--- src/rtl/imm_encoder.sv ---
// Immediate-field encoder: inserts an immediate into an instruction template, flagging values too wide for the field.
// Optional macro IMM_ENCODER_EXPAND_EN turns non-fitting requests into an LLB/LHB/instruction three-word expansion.
module imm_encoder #(
  parameter logic [3:0] LLB_OP      = 4'hA,
  parameter logic [3:0] LHB_OP      = 4'hB,
  parameter logic [3:0] SCRATCH_REG = 4'hF
) (
  input  logic        clk,
  input  logic        rst,
  input  logic        In_Valid,
  output logic        In_Ready,
  input  logic [15:0] Value,
  input  logic [15:0] Template,
  input  logic        SignExt,
  input  logic        NineBits,
  output logic        Out_Valid,
  input  logic        Out_Ready,
  output logic [15:0] Out_Instr,
  output logic        Fit_Err
);

  typedef enum logic [1:0] {
    IDLE       = 2'd0,
    EMIT_LLB   = 2'd1,
    EMIT_LHB   = 2'd2,
    EMIT_INSTR = 2'd3
  } state_t;

  // v13 carries Value[15:3]; bit k of v13 is Value[k+3].
  function automatic logic fits_field(input logic [12:0] v13, input logic se, input logic nb);
    logic ok;
    if (se && nb) begin
      ok = (v13[12:5] == {8{v13[5]}});
    end else if (se) begin
      ok = (v13 == {13{v13[0]}});
    end else begin
      ok = (v13[12:1] == 12'h000);
    end
    return ok;
  endfunction

  // t12 carries Template[15:4]; the low nibble is always replaced.
  function automatic logic [15:0] insert_field(input logic [11:0] t12, input logic [8:0] v9,
                                               input logic se, input logic nb);
    logic [15:0] r;
    if (se && nb) begin
      r = {t12[11:5], v9};
    end else begin
      r = {t12, v9[3:0]};
    end
    return r;
  endfunction

  function automatic logic [15:0] zero_field(input logic [11:0] t12, input logic se, input logic nb);
    logic [15:0] r;
    if (se && nb) begin
      r = {t12[11:5], 9'h000};
    end else begin
      r = {t12, 4'h0};
    end
    return r;
  endfunction

  state_t      state_r, state_nxt;
  logic        out_valid_r, valid_nxt;
  logic [15:0] out_instr_r, instr_nxt;
  logic        fit_err_r, fit_err_nxt;
  logic [7:0]  value_hi_r, value_hi_nxt;
  logic [11:0] template_hi_r, template_hi_nxt;
  logic        sign_ext_r, sign_ext_nxt;
  logic        nine_bits_r, nine_bits_nxt;

  logic in_ready_s;
  logic accept_s;
  logic handshake_s;
  logic fits_s;
  logic unused_s;

  assign in_ready_s  = !rst && (state_r == IDLE) && (!out_valid_r || Out_Ready);
  assign accept_s    = In_Valid && in_ready_s;
  assign handshake_s = out_valid_r && Out_Ready;
  assign fits_s      = fits_field(Value[15:3], SignExt, NineBits);
  // Template[3:0] is always overwritten, and LLB_OP only matters in the expanding build.
  assign unused_s    = &{1'b0, Template[3:0], LLB_OP};

  assign In_Ready  = in_ready_s;
  assign Out_Valid = out_valid_r;
  assign Out_Instr = out_instr_r;
  assign Fit_Err   = fit_err_r;

  // Next-state and next-output logic.
  always_comb begin
    state_nxt       = state_r;
    valid_nxt       = out_valid_r;
    instr_nxt       = out_instr_r;
    fit_err_nxt     = 1'b0;
    value_hi_nxt    = value_hi_r;
    template_hi_nxt = template_hi_r;
    sign_ext_nxt    = sign_ext_r;
    nine_bits_nxt   = nine_bits_r;
    case (state_r)
      IDLE: begin
        if (accept_s) begin
          value_hi_nxt    = Value[15:8];
          template_hi_nxt = Template[15:4];
          sign_ext_nxt    = SignExt;
          nine_bits_nxt   = NineBits;
          fit_err_nxt     = !fits_s;
          valid_nxt       = 1'b1;
`ifdef IMM_ENCODER_EXPAND_EN
          if (fits_s) begin
            instr_nxt = insert_field(Template[15:4], Value[8:0], SignExt, NineBits);
          end else begin
            instr_nxt = {LLB_OP, SCRATCH_REG, Value[7:0]};
            state_nxt = EMIT_LLB;
          end
`else
          instr_nxt = insert_field(Template[15:4], Value[8:0], SignExt, NineBits);
`endif
        end else if (handshake_s) begin
          valid_nxt = 1'b0;
        end else begin
          valid_nxt = out_valid_r;
        end
      end
      EMIT_LLB: begin
        if (handshake_s) begin
          instr_nxt = {LHB_OP, SCRATCH_REG, value_hi_r};
          state_nxt = EMIT_LHB;
        end else begin
          state_nxt = EMIT_LLB;
        end
      end
      EMIT_LHB: begin
        if (handshake_s) begin
          instr_nxt = zero_field(template_hi_r, sign_ext_r, nine_bits_r);
          state_nxt = EMIT_INSTR;
        end else begin
          state_nxt = EMIT_LHB;
        end
      end
      EMIT_INSTR: begin
        if (handshake_s) begin
          valid_nxt = 1'b0;
          state_nxt = IDLE;
        end else begin
          state_nxt = EMIT_INSTR;
        end
      end
      default: begin
        state_nxt = IDLE;
        valid_nxt = 1'b0;
      end
    endcase
  end

  // State, output and capture registers.
  always_ff @(posedge clk) begin
    if (rst) begin
      state_r       <= IDLE;
      out_valid_r   <= 1'b0;
      out_instr_r   <= 16'h0000;
      fit_err_r     <= 1'b0;
      value_hi_r    <= 8'h00;
      template_hi_r <= 12'h000;
      sign_ext_r    <= 1'b0;
      nine_bits_r   <= 1'b0;
    end else begin
      state_r       <= state_nxt;
      out_valid_r   <= valid_nxt;
      out_instr_r   <= instr_nxt;
      fit_err_r     <= fit_err_nxt;
      value_hi_r    <= value_hi_nxt;
      template_hi_r <= template_hi_nxt;
      sign_ext_r    <= sign_ext_nxt;
      nine_bits_r   <= nine_bits_nxt;
    end
  end

endmodule

--- config.mk ---
export PLATFORM = sky130hd
export DESIGN_NAME = imm_encoder
export DESIGN_NICKNAME = d
export VERILOG_FILES = /design/src/rtl/imm_encoder.sv
export SDC_FILE = /design/constraint.sdc
export NUM_CORES = 1
export LEC_CHECK = 0
export CELL_PAD_IN_SITES_DETAIL_PLACEMENT = 0
export CELL_PAD_IN_SITES_GLOBAL_PLACEMENT = 1
export CORE_UTILIZATION = 49
export DETAILED_ROUTE_END_ITERATION = 10
export DONT_BUFFER_PORTS = 1
export GPL_TIMING_DRIVEN = 0
export MAX_ROUTING_LAYER = met4
export PLACE_DENSITY_LB_ADDON = 0.2
export SLEW_MARGIN = 10
export SYNTH_ARGS = -nofsm -noshare
export SYNTH_HDL_FRONTEND = slang
export SYNTH_SLANG_ARGS = --single-unit
--- constraint.sdc ---
create_clock -name clk -period 5.6 [get_ports clk]
set_clock_uncertainty 0.2 [all_clocks]
set_input_delay 0.84 -clock clk [delete_from_list [all_inputs] [get_ports clk]]
set_output_delay 0.84 -clock clk [all_outputs]
set_load 0.1 [all_outputs]
# Yosys cells after proc, flatten, opt, wreduce, memory -nomap -nowiden
# Cells that the tools add are included.
# word_totals
wordCells,51
register_bits,42
out_inout_bits,19
in_bits,38
# op_classes
bitwise,2
mux,15
n_reduce_logical,18
n_eq_ne,8
# ops
cell,count
$mux 16,3
$pmux 16 s3,1
$mux 9,2
$eq 12x12->1,1
$logic_not 12->1,1
$eq 7x7->1,1
$logic_and 1x1->1,6
$ne 2x2->1 const B,3
$pmux 2 s3,1
$reduce_bool 3->1,2
$mux 1,5
$eq 2x2->1 const B,2
$mux 2,2
$reduce_and 4->1,1
$logic_not 1->1,3
$reduce_or 3->1,1
$eq 2x1->1 const B,1
$logic_not 2->1,1
$not 1->1,2
$pmux 1 s2,1
$reduce_and 2->1,1
$reduce_bool 2->1,1
$logic_or 1x1->1,1

# Logic depth before layout (Yosys ltp)
# depth
word_depth,6
mapped_depth,8
ltp_nobuf,6

# Worst setup path before layout
# Ideal clock, no wire load.
# synth_path
kind,input to output
startpoint,input port rst
endpoint,output port In_Ready
required_ps,4560
cell_stages,3
arrival_ps,3425
setup_slack_ps,1135
n_path_buf,2
cell_sequence,clkbuf_1 > clkbuf_1 > nor3b_1
# synth_between
elab_chain_cells,3
# synth_rtl
item,line,rtl
"start, declared",9,"input logic rst,"
$logic_not 1->1,79,assign in_ready_s = !rst && (state_r == IDLE) && (!out_valid_r || Out_Ready);
$logic_and 1x1->1 (2 in a row),79,
"end, declared",11,"output logic In_Ready,"
# Every way passes these cells.

# Worst setup path in the final report
# layout_path
startpoint,register out_valid_r (netlist: Out_Valid)
endpoint,output port In_Ready
# layout_between
elab_chain_cells,3
# layout_rtl
item,line,rtl
"start, declared",65,"logic out_valid_r, valid_nxt;"
"start signal, assigned",170,out_valid_r <= valid_nxt;
$logic_not 1->1,79,
$logic_or 1x1->1,79,
$logic_and 1x1->1,79,
# Every way passes these cells.

==> flow_summary.yaml <==
timing:
  period_needed_ns: 3.03
  fmaxAchievable_mhz: 330
  final_critical_path_setup_slack_ns: 2.57
  period_share: 0.542
  tns_ns: 0
  worst_slew_margin_rel: 0.292
  unrepaired_setup_endpoints_after_global_routing: "false"
  final-hold-violation-count: 0
  timing.final.setup_violations: 0
  final_max_slew_viol_count: 0
  worst_margin_slew_ns: 1.06
drt:
  vias: 1852
  wl_per_cell_um: 17.6
  final_wl_mm: 5.58
  drcViolationCount: 0
  firstDrtPassIters: 4
  vias_per_cell: 5.84
  ant_nets: 0
  first_iter_violations: 97
worst_setup_path:
  critical_path.startpoint_type: "register"
  cp-end-kind: "output port"
  critPathRequiredTime_ns: 4.56
  critical-path-max-stage-delay_ns: 1.03
  cp_cell_sequence: "nor2b_4, nor3b_2, buf_8"
  worst_r2r_path_cells: 4
  critical_path.slowest_cell: "sky130_fd_sc_hd__dfxtp_1"
  worst_ep_arrival_time_ns: 1.99
  worstPathMaxFanout: 5
  setup.worst_path.class: "reg2out"
floorplanning:
  core_um2: 4120
  die_w_um: 68.2
  initial_core_util: 0.521
  die_y_um: 68.2
  core.rowCount: 23
  design.portCount: 57
  design.die.area_um2: 4650
worst_hold_path:
  hold-path-cell-count: 2
  timing.hold.worst.class: "reg2reg"
flow_run:
  cap_viol_max_count: 0
cts:
  number_of_hold_repair_buffers_added_at_the_cts_stage: 0
  post_cts_resized: 0
  cts.root.buffer_cell: "sky130_fd_sc_hd__clkbuf_8"
  clk_pin_slew_ns: 0.08
  cts.repair_timing.setup_buffer_count: 0
  clock_path_buffers: 2
  insertion_delay_ns: 0.30
  ctsHtreeMaxLevel: 2
  tritoncts: "done"
  cts-buffers-inserted: 5
  cts_sinks: 42
synth:
  synth.lib_cells_used.distinct: 39
  synth_nets: 302
  yosys_warns: 0
  ys_seq_area_frac: 0.392
  avgSynthCellArea_um2: 8.28
  mappedNetlistArea_um2: 2150
  synth.ff_latch_count: 42
  syn_inst: 259
placement:
  dp_slack_ns: 2.63
  place_hpwl_mm: 3.93
  numPortBuffers: 0
  gp_congestion: 0.823
pwr:
  power.density_cell_area_nw_per_um2: 748
  power_leakage_nw: 0.837
  worst_ir_drop_vdd_v: 0.000314
  fin_total_pwr_mw: 1.75
status:
  result_of_the_run: "completed"
finish:
  antenna_cells: 0
  fraction_of_layout_instances_using_a_drive_strength_above_1: 0.101
  fin_nets: 310
  area_growth_syn_to_layout_pct: 9.10
  num-fill-cells: 406
global_route:
  grt_first_pass_wirelength_mm: 8.77
  grt-ovfl-total: 0
  grt_start_max_net_pins: 13
  track_usage: 0.272
  grt_antenna_before_repair: 0
  first_global_vias: 1733
-- stage by stage --
stage	utilization	hold WS, ns	instance area (um^2)	instances
final	0.569	0.269	2340	317
after floorplan	-	0.242	2150	259
after detailed placement	0.542	0.253	2230	310
after global routing	0.569	0.289	2340	317
after global placement	0.537	0.258	2210	309
after CTS	0.569	0.270	2340	317
-- state kept, by name (all words and copies together), names as in the netlist --
name,cells
Out_Instr,16
template_hi_r,12
value_hi_r,8
state_r,2
Fit_Err,1
Out_Valid,1
nine_bits_r,1
sign_ext_r,1
-- worst paths after layout --
| check | start | endpoint | slack (ns) |
|---|---|---|---|
| min | value_hi_r[1] | value_hi_r[1] | 0.27 |
| max | Out_Valid | In_Ready | 2.57 |
| min reg2reg | value_hi_r[1] | value_hi_r[1] | 0.27 |
| max reg2reg | Out_Valid | Out_Instr[6] | 3.22 |
-- cell families (layout without fill, tap and decap cells) --
family,Yosys count,after routing,synth area share
mux,3,3,0.0146
xor+xnor,1,1,0.00408
fa+ha+maj,5,5,0.0292
compound gates,86,86,0.255
flops,42,42,0.392
buf+inv,25,33,0.0671
simple gates,97,97,0.238
-- placed cells by master, fill, tap and decap left out, drive strengths merged --
cell type	n
nand4	2
mux2i	2
or3	1
nor2b	1
a21oi	26
nand4b	1
o31ai	1
xor2	1
a2bb2oi	1
or4	1
dfxtp	42
o21a	1
nor3	1
a32oi	4
a311oi	10
mux2	1
and3b	1
nor2	6
a21o	4
nor4	2
nor3b	1
o22ai	1
clkbuf	14
ha	5
nand2b	28
bufinv	1
a221oi	1
o21ai	31
or2	1
nor4bb	1
inv	5
o2111ai	6
nand3	10
nand2	40
buf	13
-- per-layer routing --
metal,track usage,part of all wire
met1,0.365,0.49
met2,0.403,0.44
met3,0.0550,0.057
met4,0.0938,0.015
met5,-,0
-- synthesized netlist by cell type (all sizes together) --
master	instances	area share
o21ai	31	0.078
nand4	2	0.0058
a21oi	26	0.061
nor4	2	0.0058
inv	5	0.0087
clkbuf	8	0.014
o31ai	1	0.0035
mux2	1	0.0052
a2bb2oi	1	0.0070
or4	1	0.0035
nor2b	1	0.0064
nor4bb	1	0.0047
o2111ai	6	0.024
nor3b	1	0.0035
ha	5	0.029
a32oi	4	0.016
buf	12	0.044
a221oi	1	0.0041
or2	1	0.0029
nor2	6	0.017
xor2	1	0.0041
dfxtp	42	0.39
a21o	4	0.014
and3b	1	0.0041
nor3	1	0.0023
mux2i	2	0.0093
nand2	40	0.070
o21a	1	0.0035
nand4b	1	0.0041
a311oi	10	0.041
or3	1	0.0029
nand2b	28	0.082
o22ai	1	0.0029
nand3	10	0.023
-- area by class of cell --
| type | count | area (um^2) | area share |
|---|---|---|---|
| clock inverter | 1 | 30.0 | 0.0128 |
| inverter | 5 | 18.8 | 0.00802 |
| timing repair buffer | 1 | 15.0 | 0.00641 |
| buffer | 20 | 125 | 0.0534 |
| sequential | 42 | 841 | 0.359 |
| multi-input combinational | 192 | 1170 | 0.498 |
| clock buffer | 6 | 82.6 | 0.0353 |
| tap | 50 | 62.6 | 0.0267 |
-- worst max-delay path, delay by kind of cell, from the launching register on --
family        cells  cell delay [ns]
buf+inv           1             0.20
simple gates      2             0.46
flops             1             1.03
-- report_power, final --
part	leakage, nW	internal, mW	switching, mW	total [mW]
clock network	0.0573	0.143	0.108	0.251
registers	0.346	0.392	0.403	0.795
logic	0.434	0.269	0.437	0.706
total	0.837	0.803	0.948	1.75
Power figures use the tool's default switching activity.
